`src/rtl/user_stream_shell_if.sv`:
```
`default_nettype none
// ============================================================================
//  Module      : user_stream_shell_if
//  Description : Register-bus, stream and interrupt signal bundle for
//                user_stream_shell. slave = shell side, master = host side.
//  Revision    : 1.0  initial release
// ============================================================================
interface user_stream_shell_if #(
  parameter int NUM_STR = 4,
  parameter int DATA_W  = 64
);
  // register bus
  logic [31:0]               i_user_data;
  logic [19:0]               i_user_addr;
  logic                      i_user_wr_req;
  logic                      i_user_rd_req;
  logic [31:0]               o_user_data;
  logic                      o_user_rd_ack;
  // inbound streams (host -> shell)
  logic [NUM_STR-1:0]        i_pcie_str_data_valid;
  logic [NUM_STR-1:0]        o_pcie_str_ack;
  logic [NUM_STR*DATA_W-1:0] i_pcie_str_data;
  // outbound streams (shell -> host)
  logic [NUM_STR-1:0]        o_pcie_str_data_valid;
  logic [NUM_STR-1:0]        i_pcie_str_ack;
  logic [NUM_STR*DATA_W-1:0] o_pcie_str_data;
  // interrupt
  logic                      o_intr_req;
  logic                      i_intr_ack;

  modport slave (
    input  i_user_data, i_user_addr, i_user_wr_req, i_user_rd_req,
    output o_user_data, o_user_rd_ack,
    input  i_pcie_str_data_valid, i_pcie_str_data,
    output o_pcie_str_ack,
    output o_pcie_str_data_valid, o_pcie_str_data,
    input  i_pcie_str_ack,
    output o_intr_req,
    input  i_intr_ack
  );

  modport master (
    output i_user_data, i_user_addr, i_user_wr_req, i_user_rd_req,
    input  o_user_data, o_user_rd_ack,
    output i_pcie_str_data_valid, i_pcie_str_data,
    input  o_pcie_str_ack,
    input  o_pcie_str_data_valid, o_pcie_str_data,
    output i_pcie_str_ack,
    input  o_intr_req,
    output i_intr_ack
  );
endinterface
`default_nettype wire

```
`src/rtl/user_stream_shell.sv`:
```
`default_nettype none
// ============================================================================
//  Module      : user_stream_shell
//  Description : NUM_STR independent stream channels (FIFO + bypass/invert
//                at push + enable + output beat counter), an addressed
//                register bank and a beat-count interrupt with req/ack.
//  Revision    : 1.0  initial release
// ============================================================================
module user_stream_shell #(
  parameter int NUM_STR    = 4,
  parameter int DATA_W     = 64,
  parameter int FIFO_DEPTH = 16,
  parameter int REG_AW     = 4
) (
  input  wire logic          i_user_clk,
  input  wire logic          i_rst,
  user_stream_shell_if.slave bus
);

  localparam int PTR_W = $clog2(FIFO_DEPTH);

  localparam logic [REG_AW-1:0] IDX_CTRL   = REG_AW'(0);
  localparam logic [REG_AW-1:0] IDX_STATUS = REG_AW'(1);
  localparam logic [REG_AW-1:0] IDX_TARGET = REG_AW'(2);
  localparam logic [REG_AW-1:0] IDX_SCRTCH = REG_AW'(3);

  logic [REG_AW-1:0] reg_idx;
  logic              unused_addr_bits;

  logic [31:0] ctrl;
  logic [31:0] beat_target;
  logic [31:0] scratch;
  logic        pending;
  logic [31:0] rd_data;
  logic        rd_ack;
  logic [31:0] rd_mux;
  logic [31:0] status;

  logic [NUM_STR-1:0]        empty;
  logic [NUM_STR-1:0]        full;
  logic [NUM_STR-1:0]        in_ack;
  logic [NUM_STR-1:0]        push;
  logic [NUM_STR-1:0]        pop;
  logic [NUM_STR-1:0]        cnt_clr;
  logic [NUM_STR*32-1:0]     counts_flat;
  logic [NUM_STR*DATA_W-1:0] heads_flat;

  logic [31:0] cnt0;
  logic        intr_set;

  // Only the word index selects a register; byte lanes and high bits are ignored.
  assign reg_idx          = bus.i_user_addr[REG_AW+1:2];
  assign unused_addr_bits = ^{bus.i_user_addr[19:REG_AW+2], bus.i_user_addr[1:0]};

  // --------------------------------------------------------------------------
  // Per-channel FIFO and beat counter
  // --------------------------------------------------------------------------
  for (genvar c = 0; c < NUM_STR; c++) begin : g_chan
    logic [DATA_W-1:0] mem [FIFO_DEPTH];
    logic [PTR_W:0]    wr_ptr;
    logic [PTR_W:0]    rd_ptr;
    logic [DATA_W-1:0] in_beat;
    logic [31:0]       cnt;

    assign in_beat  = bus.i_pcie_str_data[c*DATA_W +: DATA_W];
    // Extra wrap bit distinguishes full (wrap differs) from empty (identical).
    assign empty[c] = (wr_ptr == rd_ptr);
    assign full[c]  = (wr_ptr[PTR_W] != rd_ptr[PTR_W]) &&
                      (wr_ptr[PTR_W-1:0] == rd_ptr[PTR_W-1:0]);
    // Accept depends only on registered state, so a same-cycle pop never frees a full FIFO.
    assign in_ack[c]  = ctrl[c] & ~full[c];
    assign push[c]    = bus.i_pcie_str_data_valid[c] & in_ack[c];
    assign pop[c]     = ~empty[c] & bus.i_pcie_str_ack[c];
    assign cnt_clr[c] = bus.i_user_wr_req && (reg_idx == REG_AW'(4 + c));

    // Head is forced to zero while empty so stale storage never appears on the bus.
    assign heads_flat[c*DATA_W +: DATA_W] = empty[c] ? '0 : mem[rd_ptr[PTR_W-1:0]];
    assign counts_flat[c*32 +: 32]        = cnt;

    // Storage write; the data mode in force at push time is baked into the entry.
    always_ff @(posedge i_user_clk) begin
      if (push[c]) begin
        mem[wr_ptr[PTR_W-1:0]] <= ctrl[8+c] ? ~in_beat : in_beat;
      end
    end

    // Read/write pointers.
    always_ff @(posedge i_user_clk) begin
      if (i_rst) begin
        wr_ptr <= '0;
        rd_ptr <= '0;
      end else begin
        if (push[c]) wr_ptr <= wr_ptr + 1'b1;
        if (pop[c])  rd_ptr <= rd_ptr + 1'b1;
      end
    end

    // Output beat counter: saturating, register write clears and wins over a pop.
    always_ff @(posedge i_user_clk) begin
      if (i_rst) begin
        cnt <= '0;
      end else if (cnt_clr[c]) begin
        cnt <= '0;
      end else if (pop[c] && (cnt != '1)) begin
        cnt <= cnt + 32'd1;
      end
    end
  end

  // --------------------------------------------------------------------------
  // Register bank
  // --------------------------------------------------------------------------
  // Writable registers; RO and unmapped indices are ignored here.
  always_ff @(posedge i_user_clk) begin
    if (i_rst) begin
      ctrl        <= '0;
      beat_target <= '0;
      scratch     <= '0;
    end else if (bus.i_user_wr_req) begin
      case (reg_idx)
        IDX_CTRL:   ctrl        <= bus.i_user_data;
        IDX_TARGET: beat_target <= bus.i_user_data;
        IDX_SCRTCH: scratch     <= bus.i_user_data;
        default:    ;
      endcase
    end
  end

  // Live status word assembled from FIFO flags and the interrupt flag.
  always_comb begin
    status = '0;
    for (int c = 0; c < NUM_STR; c++) begin
      status[c]   = empty[c];
      status[8+c] = full[c];
    end
    status[16] = pending;
  end

  // Read multiplexer over current register state; unmapped indices read 0.
  always_comb begin
    rd_mux = '0;
    case (reg_idx)
      IDX_CTRL:   rd_mux = ctrl;
      IDX_STATUS: rd_mux = status;
      IDX_TARGET: rd_mux = beat_target;
      IDX_SCRTCH: rd_mux = scratch;
      default: begin
        for (int c = 0; c < NUM_STR; c++) begin
          if (reg_idx == REG_AW'(4 + c)) rd_mux = counts_flat[c*32 +: 32];
        end
      end
    endcase
  end

  // Read response: ack one cycle after request, data held until the next read.
  always_ff @(posedge i_user_clk) begin
    if (i_rst) begin
      rd_ack  <= 1'b0;
      rd_data <= '0;
    end else begin
      rd_ack <= bus.i_user_rd_req;
      if (bus.i_user_rd_req) rd_data <= rd_mux;
    end
  end

  // --------------------------------------------------------------------------
  // Beat-count interrupt
  // --------------------------------------------------------------------------
  assign cnt0     = counts_flat[31:0];
  assign intr_set = ctrl[16] && (beat_target != '0) && pop[0] && !cnt_clr[0] &&
                    (cnt0 != '1) && ((cnt0 + 32'd1) == beat_target);

  // Pending flag: a new hit outranks a simultaneous acknowledge.
  always_ff @(posedge i_user_clk) begin
    if (i_rst) begin
      pending <= 1'b0;
    end else if (intr_set) begin
      pending <= 1'b1;
    end else if (bus.i_intr_ack) begin
      pending <= 1'b0;
    end
  end

  assign bus.o_user_data           = rd_data;
  assign bus.o_user_rd_ack         = rd_ack;
  assign bus.o_pcie_str_ack        = in_ack;
  assign bus.o_pcie_str_data_valid = ~empty;
  assign bus.o_pcie_str_data       = heads_flat;
  assign bus.o_intr_req            = pending;

endmodule
`default_nettype wire

```
`src/flat_wrapper.sv`:
```
// flat-port wrapper written by rule: the top's interface ports become plain ports
module user_stream_shell_flat 
#(
  parameter int NUM_STR    = 4,
  parameter int DATA_W     = 64,
  parameter int FIFO_DEPTH = 16,
  parameter int REG_AW     = 4
)
  (i_user_clk, i_rst, bus_i_user_data, bus_i_user_addr, bus_i_user_wr_req, bus_i_user_rd_req, bus_o_user_data, bus_o_user_rd_ack, bus_i_pcie_str_data_valid, bus_i_pcie_str_data, bus_o_pcie_str_ack, bus_o_pcie_str_data_valid, bus_o_pcie_str_data, bus_i_pcie_str_ack, bus_o_intr_req, bus_i_intr_ack);
  user_stream_shell_if #(.NUM_STR(NUM_STR), .DATA_W(DATA_W)) bus_i ();
  input  wire logic i_user_clk;
  input  wire logic i_rst;
  input wire logic [$bits(bus_i.i_user_data)-1:0] bus_i_user_data;
  input wire logic [$bits(bus_i.i_user_addr)-1:0] bus_i_user_addr;
  input wire logic [$bits(bus_i.i_user_wr_req)-1:0] bus_i_user_wr_req;
  input wire logic [$bits(bus_i.i_user_rd_req)-1:0] bus_i_user_rd_req;
  output wire logic [$bits(bus_i.o_user_data)-1:0] bus_o_user_data;
  output wire logic [$bits(bus_i.o_user_rd_ack)-1:0] bus_o_user_rd_ack;
  input wire logic [$bits(bus_i.i_pcie_str_data_valid)-1:0] bus_i_pcie_str_data_valid;
  input wire logic [$bits(bus_i.i_pcie_str_data)-1:0] bus_i_pcie_str_data;
  output wire logic [$bits(bus_i.o_pcie_str_ack)-1:0] bus_o_pcie_str_ack;
  output wire logic [$bits(bus_i.o_pcie_str_data_valid)-1:0] bus_o_pcie_str_data_valid;
  output wire logic [$bits(bus_i.o_pcie_str_data)-1:0] bus_o_pcie_str_data;
  input wire logic [$bits(bus_i.i_pcie_str_ack)-1:0] bus_i_pcie_str_ack;
  output wire logic [$bits(bus_i.o_intr_req)-1:0] bus_o_intr_req;
  input wire logic [$bits(bus_i.i_intr_ack)-1:0] bus_i_intr_ack;
  assign bus_i.i_user_data = bus_i_user_data;
  assign bus_i.i_user_addr = bus_i_user_addr;
  assign bus_i.i_user_wr_req = bus_i_user_wr_req;
  assign bus_i.i_user_rd_req = bus_i_user_rd_req;
  assign bus_o_user_data = bus_i.o_user_data;
  assign bus_o_user_rd_ack = bus_i.o_user_rd_ack;
  assign bus_i.i_pcie_str_data_valid = bus_i_pcie_str_data_valid;
  assign bus_i.i_pcie_str_data = bus_i_pcie_str_data;
  assign bus_o_pcie_str_ack = bus_i.o_pcie_str_ack;
  assign bus_o_pcie_str_data_valid = bus_i.o_pcie_str_data_valid;
  assign bus_o_pcie_str_data = bus_i.o_pcie_str_data;
  assign bus_i.i_pcie_str_ack = bus_i_pcie_str_ack;
  assign bus_o_intr_req = bus_i.o_intr_req;
  assign bus_i.i_intr_ack = bus_i_intr_ack;
  user_stream_shell #(.NUM_STR(NUM_STR), .DATA_W(DATA_W), .FIFO_DEPTH(FIFO_DEPTH), .REG_AW(REG_AW)) u_core (.i_user_clk(i_user_clk), .i_rst(i_rst), .bus(bus_i));
endmodule
```
`config.mk`:
```
export PLATFORM = sky130hd
export DESIGN_NAME = user_stream_shell_flat
export DESIGN_NICKNAME = d
export VERILOG_FILES = /design/src/rtl/user_stream_shell_if.sv /design/src/rtl/user_stream_shell.sv /design/src/flat_wrapper.sv
export SDC_FILE = /design/constraint.sdc
export NUM_CORES = 2
export LEC_CHECK = 0
export ABC_AREA = 1
export ABC_CLOCK_PERIOD_IN_PS = 4300
export CAP_MARGIN = 20
export CORE_MARGIN = 5
export CORE_UTILIZATION = 35
export DETAILED_ROUTE_END_ITERATION = 8
export PLACE_DENSITY = 0.55
export SYNTH_ARGS = -nofsm -noshare
export SYNTH_HDL_FRONTEND = slang
export SYNTH_SLANG_ARGS = --single-unit
```
`constraint.sdc`:
```
create_clock -name i_user_clk -period 4.3 [get_ports i_user_clk]
set_input_delay 0.86 -clock i_user_clk [delete_from_list [all_inputs] [get_ports i_user_clk]]
set_output_delay 0.86 -clock i_user_clk [all_outputs]
set_load 0.005 [all_outputs]
```
==> impl_results.md <==
* Status: completed
* Worst-path clk slew at 0.06 ns
* Layout net count at 14700
* Multi-input gate area at 43000 µm²
* Worst hold path type: input pin to flop
* NetSw at 25.5 mW
* Leading area contributor after synthesis: edfxtp_1
* Crit Path Category: flop to primary output
* Die Span X at 719 µm
* Internal power at 73.7 mW
* CTS buffer count at 460
* Largest net degree at the start of global routing at 112
* Final hold violations at 0
* Top cells by area, synth: edfxtp_1 (70%), o21ai_0 (6.3%), nor2_1 (4.9%), o221ai_1 (3.7%), dfxtp_1 (3.6%)
* Asr flop ratio synth at 0
* IO Count at 619
* Area Growth Syn to Fin at 21.0%
* Fin crit share at 0.975
* Avg Inst Size Synth at 13.0 µm²
* Syn Inst Count at 13600
* Power share of the combinational group at 0.134
* Total negative slack at 0 ns
* Worst Clk Skew at 0.0909 ns
* Fill cell count at 45800
* Cell Area, Placed at 193000 µm²
* Vias in the first global route at 112000
* RSZ-0062 raised after global routing: yes
* CTS tree: yes
* # clock sinks at 4410
* CP endpoint kind: primary output
* EDFF count, synth at 4096
* Core area at 502000 µm²
* Iter 0 DRT Violations at 12100
* Critical Path RT at 3.44 ns
* Number of I/O port buffers at 602
* R2r setup slk at 0.94 ns
* Die area at 518000 µm²
* Worst-Margin Slew at 1.08 ns
* Net Count, Synth at 13900
* Power density cells at 465 nW/µm²
* Routed Antenna Nets at 0
* Power share of the clock group at 0.388
* Global-route wire length before repair at 791000 µm
* Critical Path AT at 3.33 ns
* Final-report setup violation count at 0
* Worst vdd ir at 0.353 mV
* Startpoint Class: flop
* Placed insts at 20400
* Die height at 719 µm
* Max cap viols at 0
* Switching Share at 0.257
* Top-count cell post-synth: edfxtp_1
* Clk buf depth at 4
* Via-to-Cell Ratio at 5.52
* Total track usage at 0.203
* H-tree levels at 5
* Hpwl dp at 292000 µm
* Area fraction of the dominant cell type after synthesis at 0.698
* Share of layout cells above drive strength 1 at 0.113
* WL/cell at 25.7 µm
* Drt first pass iters at 7
* Total wire length at 552000 µm
* Initial Util at 0.351
* FF+latch area at 129000 µm²
* Root Driver: clkbuf_16
* Synthesized flop and latch total at 4410
* Slew Viols, Final at 0
* Leak Pwr at 68.6 nW
* Clock Latency Late Sink at 1.02 ns
* FP Rows at 260
* Vias at 118000
* Primary FF master, synth: edfxtp_1
* Reg power frac at 0.478
* Worst slew margin at 0.277
* Post-Syn Area at 176000 µm²
* Fmax achieved at 239 MHz
* Register area share after synthesis at 0.734
* Synth top cells by count: edfxtp_1 (4096), nor2_1 (2304), o21ai_0 (2214), clkbuf_1 (771), o221ai_1 (748)
* Total congestion overflow at 0
* Post-route cell area at 213000 µm²
* Distinct cell type count after synthesis at 57
* Yosys warnings at 0
* Non-Filler Instances at 21500
* Residual DRC at 0
* Initial antenna violation count at 16
* Hold Buf Count CTS at 0
* GP Congestion at 0.907
* Crit-path max FO at 23
* Crit path time final at 4.19 ns
power groups by stage:
stage / registers [mW] / clock network [mW] / logic (mW)
after floorplan: 48.2 / 0 / 6.13
after global placement: 48.4 / 0 / 11.1
after detailed placement: 48.4 / 0 / 11.1
after CTS: 47.4 / 39.2 / 12.9
after global routing: 47.4 / 41.0 / 14.3
final: 47.4 / 38.5 / 13.3
critical path, stage by stage (launching register included):
cell and delay (ns):
dfxtp_4 0.37, buf_6 0.18, inv_16 0.15, buf_16 0.19
o21ai_0 0.11, o221ai_1 0.27, o211ai_1 0.14, a21oi_1 0.20
buf_4 0.17, clkdlybuf4s50_1 0.53
worst paths after layout:
check / start / to / cells after the start
max: flop / bus_o_pcie_str_data[141] / 9
min: i_rst / u_core.bus.o_user_rd_ack / 2
max reg2reg: u_core.g_chan[2].wr_ptr[2] / u_core.g_chan[2].mem[6][11] / 11
min reg2reg: u_core.scratch[19] / u_core.scratch[19] / 2
cell families (layout without fill, tap and decap cells):
logic type,Yosys count,in the layout,share of synthesized area
and+or+nand+nor,3366,3366,0.0780
adders and majority gates,24,24,0.00170
other,0,6,0
DFF,4410,4410,0.734
xor gates and xnor gates,290,290,0.0145
AOI/OAI and AO/OA,4177,4177,0.142
buffers and inverters,1318,2512,0.0296
what timing repair did:
item	4_1_cts	5_1_grt
pin swaps	49	56
gates cloned	60	18
resized for setup	381	104
setup endpoints to repair	256	120
buffers inserted	77	11
stage by stage:
stage               hold slack (ns)  setup WS [ns]  utilization  total power, mW
floorplan                     0.430         -0.117            -             54.4
finish                        0.320          0.109        0.425             99.2
detailed placement            0.448          0.553        0.385             59.6
global placement              0.440          0.548        0.385             59.5
CTS                           0.219        -0.0690        0.422             99.5
global route                  0.275        -0.0207        0.425              103
sequential cells by signal, indices dropped and copies added (netlist names), named ones only:
register and count:
u_core.bus.o_user_data 32, u_core.beat_target 32, u_core.bus.o_intr_req 1, u_core.cnt0 32
u_core.ctrl 32, u_core.g_chan.mem 4096, u_core.g_chan.wr_ptr 20, u_core.bus.o_user_rd_ack 1
u_core.scratch 32, u_core.g_chan.cnt 96, u_core.g_chan.rd_ptr 20
final cells by class:
class | count | area share
Timing Repair inverter | 15 | 0.000640
Clock buffer | 573 | 0.0562
Inverter | 337 | 0.00722
Timing Repair Buffer | 1313 | 0.0758
Multi-Input combinational cell | 7857 | 0.202
Antenna cell | 6 | 0.0000705
Clock inverter | 274 | 0.0117
Sequential cell | 4410 | 0.607
Tap cell | 6681 | 0.0392
routing by layer:
metal	global-route usage	wire, µm	vias up
li1	-	-	53000
met1	0.290	243000	60400
met5	0	37	-
met3	0.0278	36400	804
met4	0.0543	14200	6
met2	0.325	258000	4230
cell usage in the layout (no fill, tap or decap), types with 47 or more instances in the layout:
| master | n |
|---|---|
| nor2_4 | 70 |
| o22ai_1 | 327 |
| edfxtp_1 | 4096 |
| clkinv_2 | 63 |
| o211ai_1 | 301 |
| buf_4 | 371 |
| o21ai_0 | 2211 |
| nand2_1 | 478 |
| nor3_1 | 63 |
| clkdlybuf4s50_1 | 523 |
| dfxtp_1 | 293 |
| buf_12 | 170 |
| buf_16 | 76 |
| inv_1 | 304 |
| nor2_1 | 2239 |
| xor2_1 | 281 |
| nand3_1 | 390 |
| clkbuf_16 | 478 |
| clkbuf_1 | 108 |
| a21oi_2 | 124 |
| clkinv_1 | 134 |
| a21oi_1 | 355 |
| dlygate4sd2_1 | 47 |
| o221ai_1 | 746 |
No activity file was read; power rests on OpenSTA's default activity.
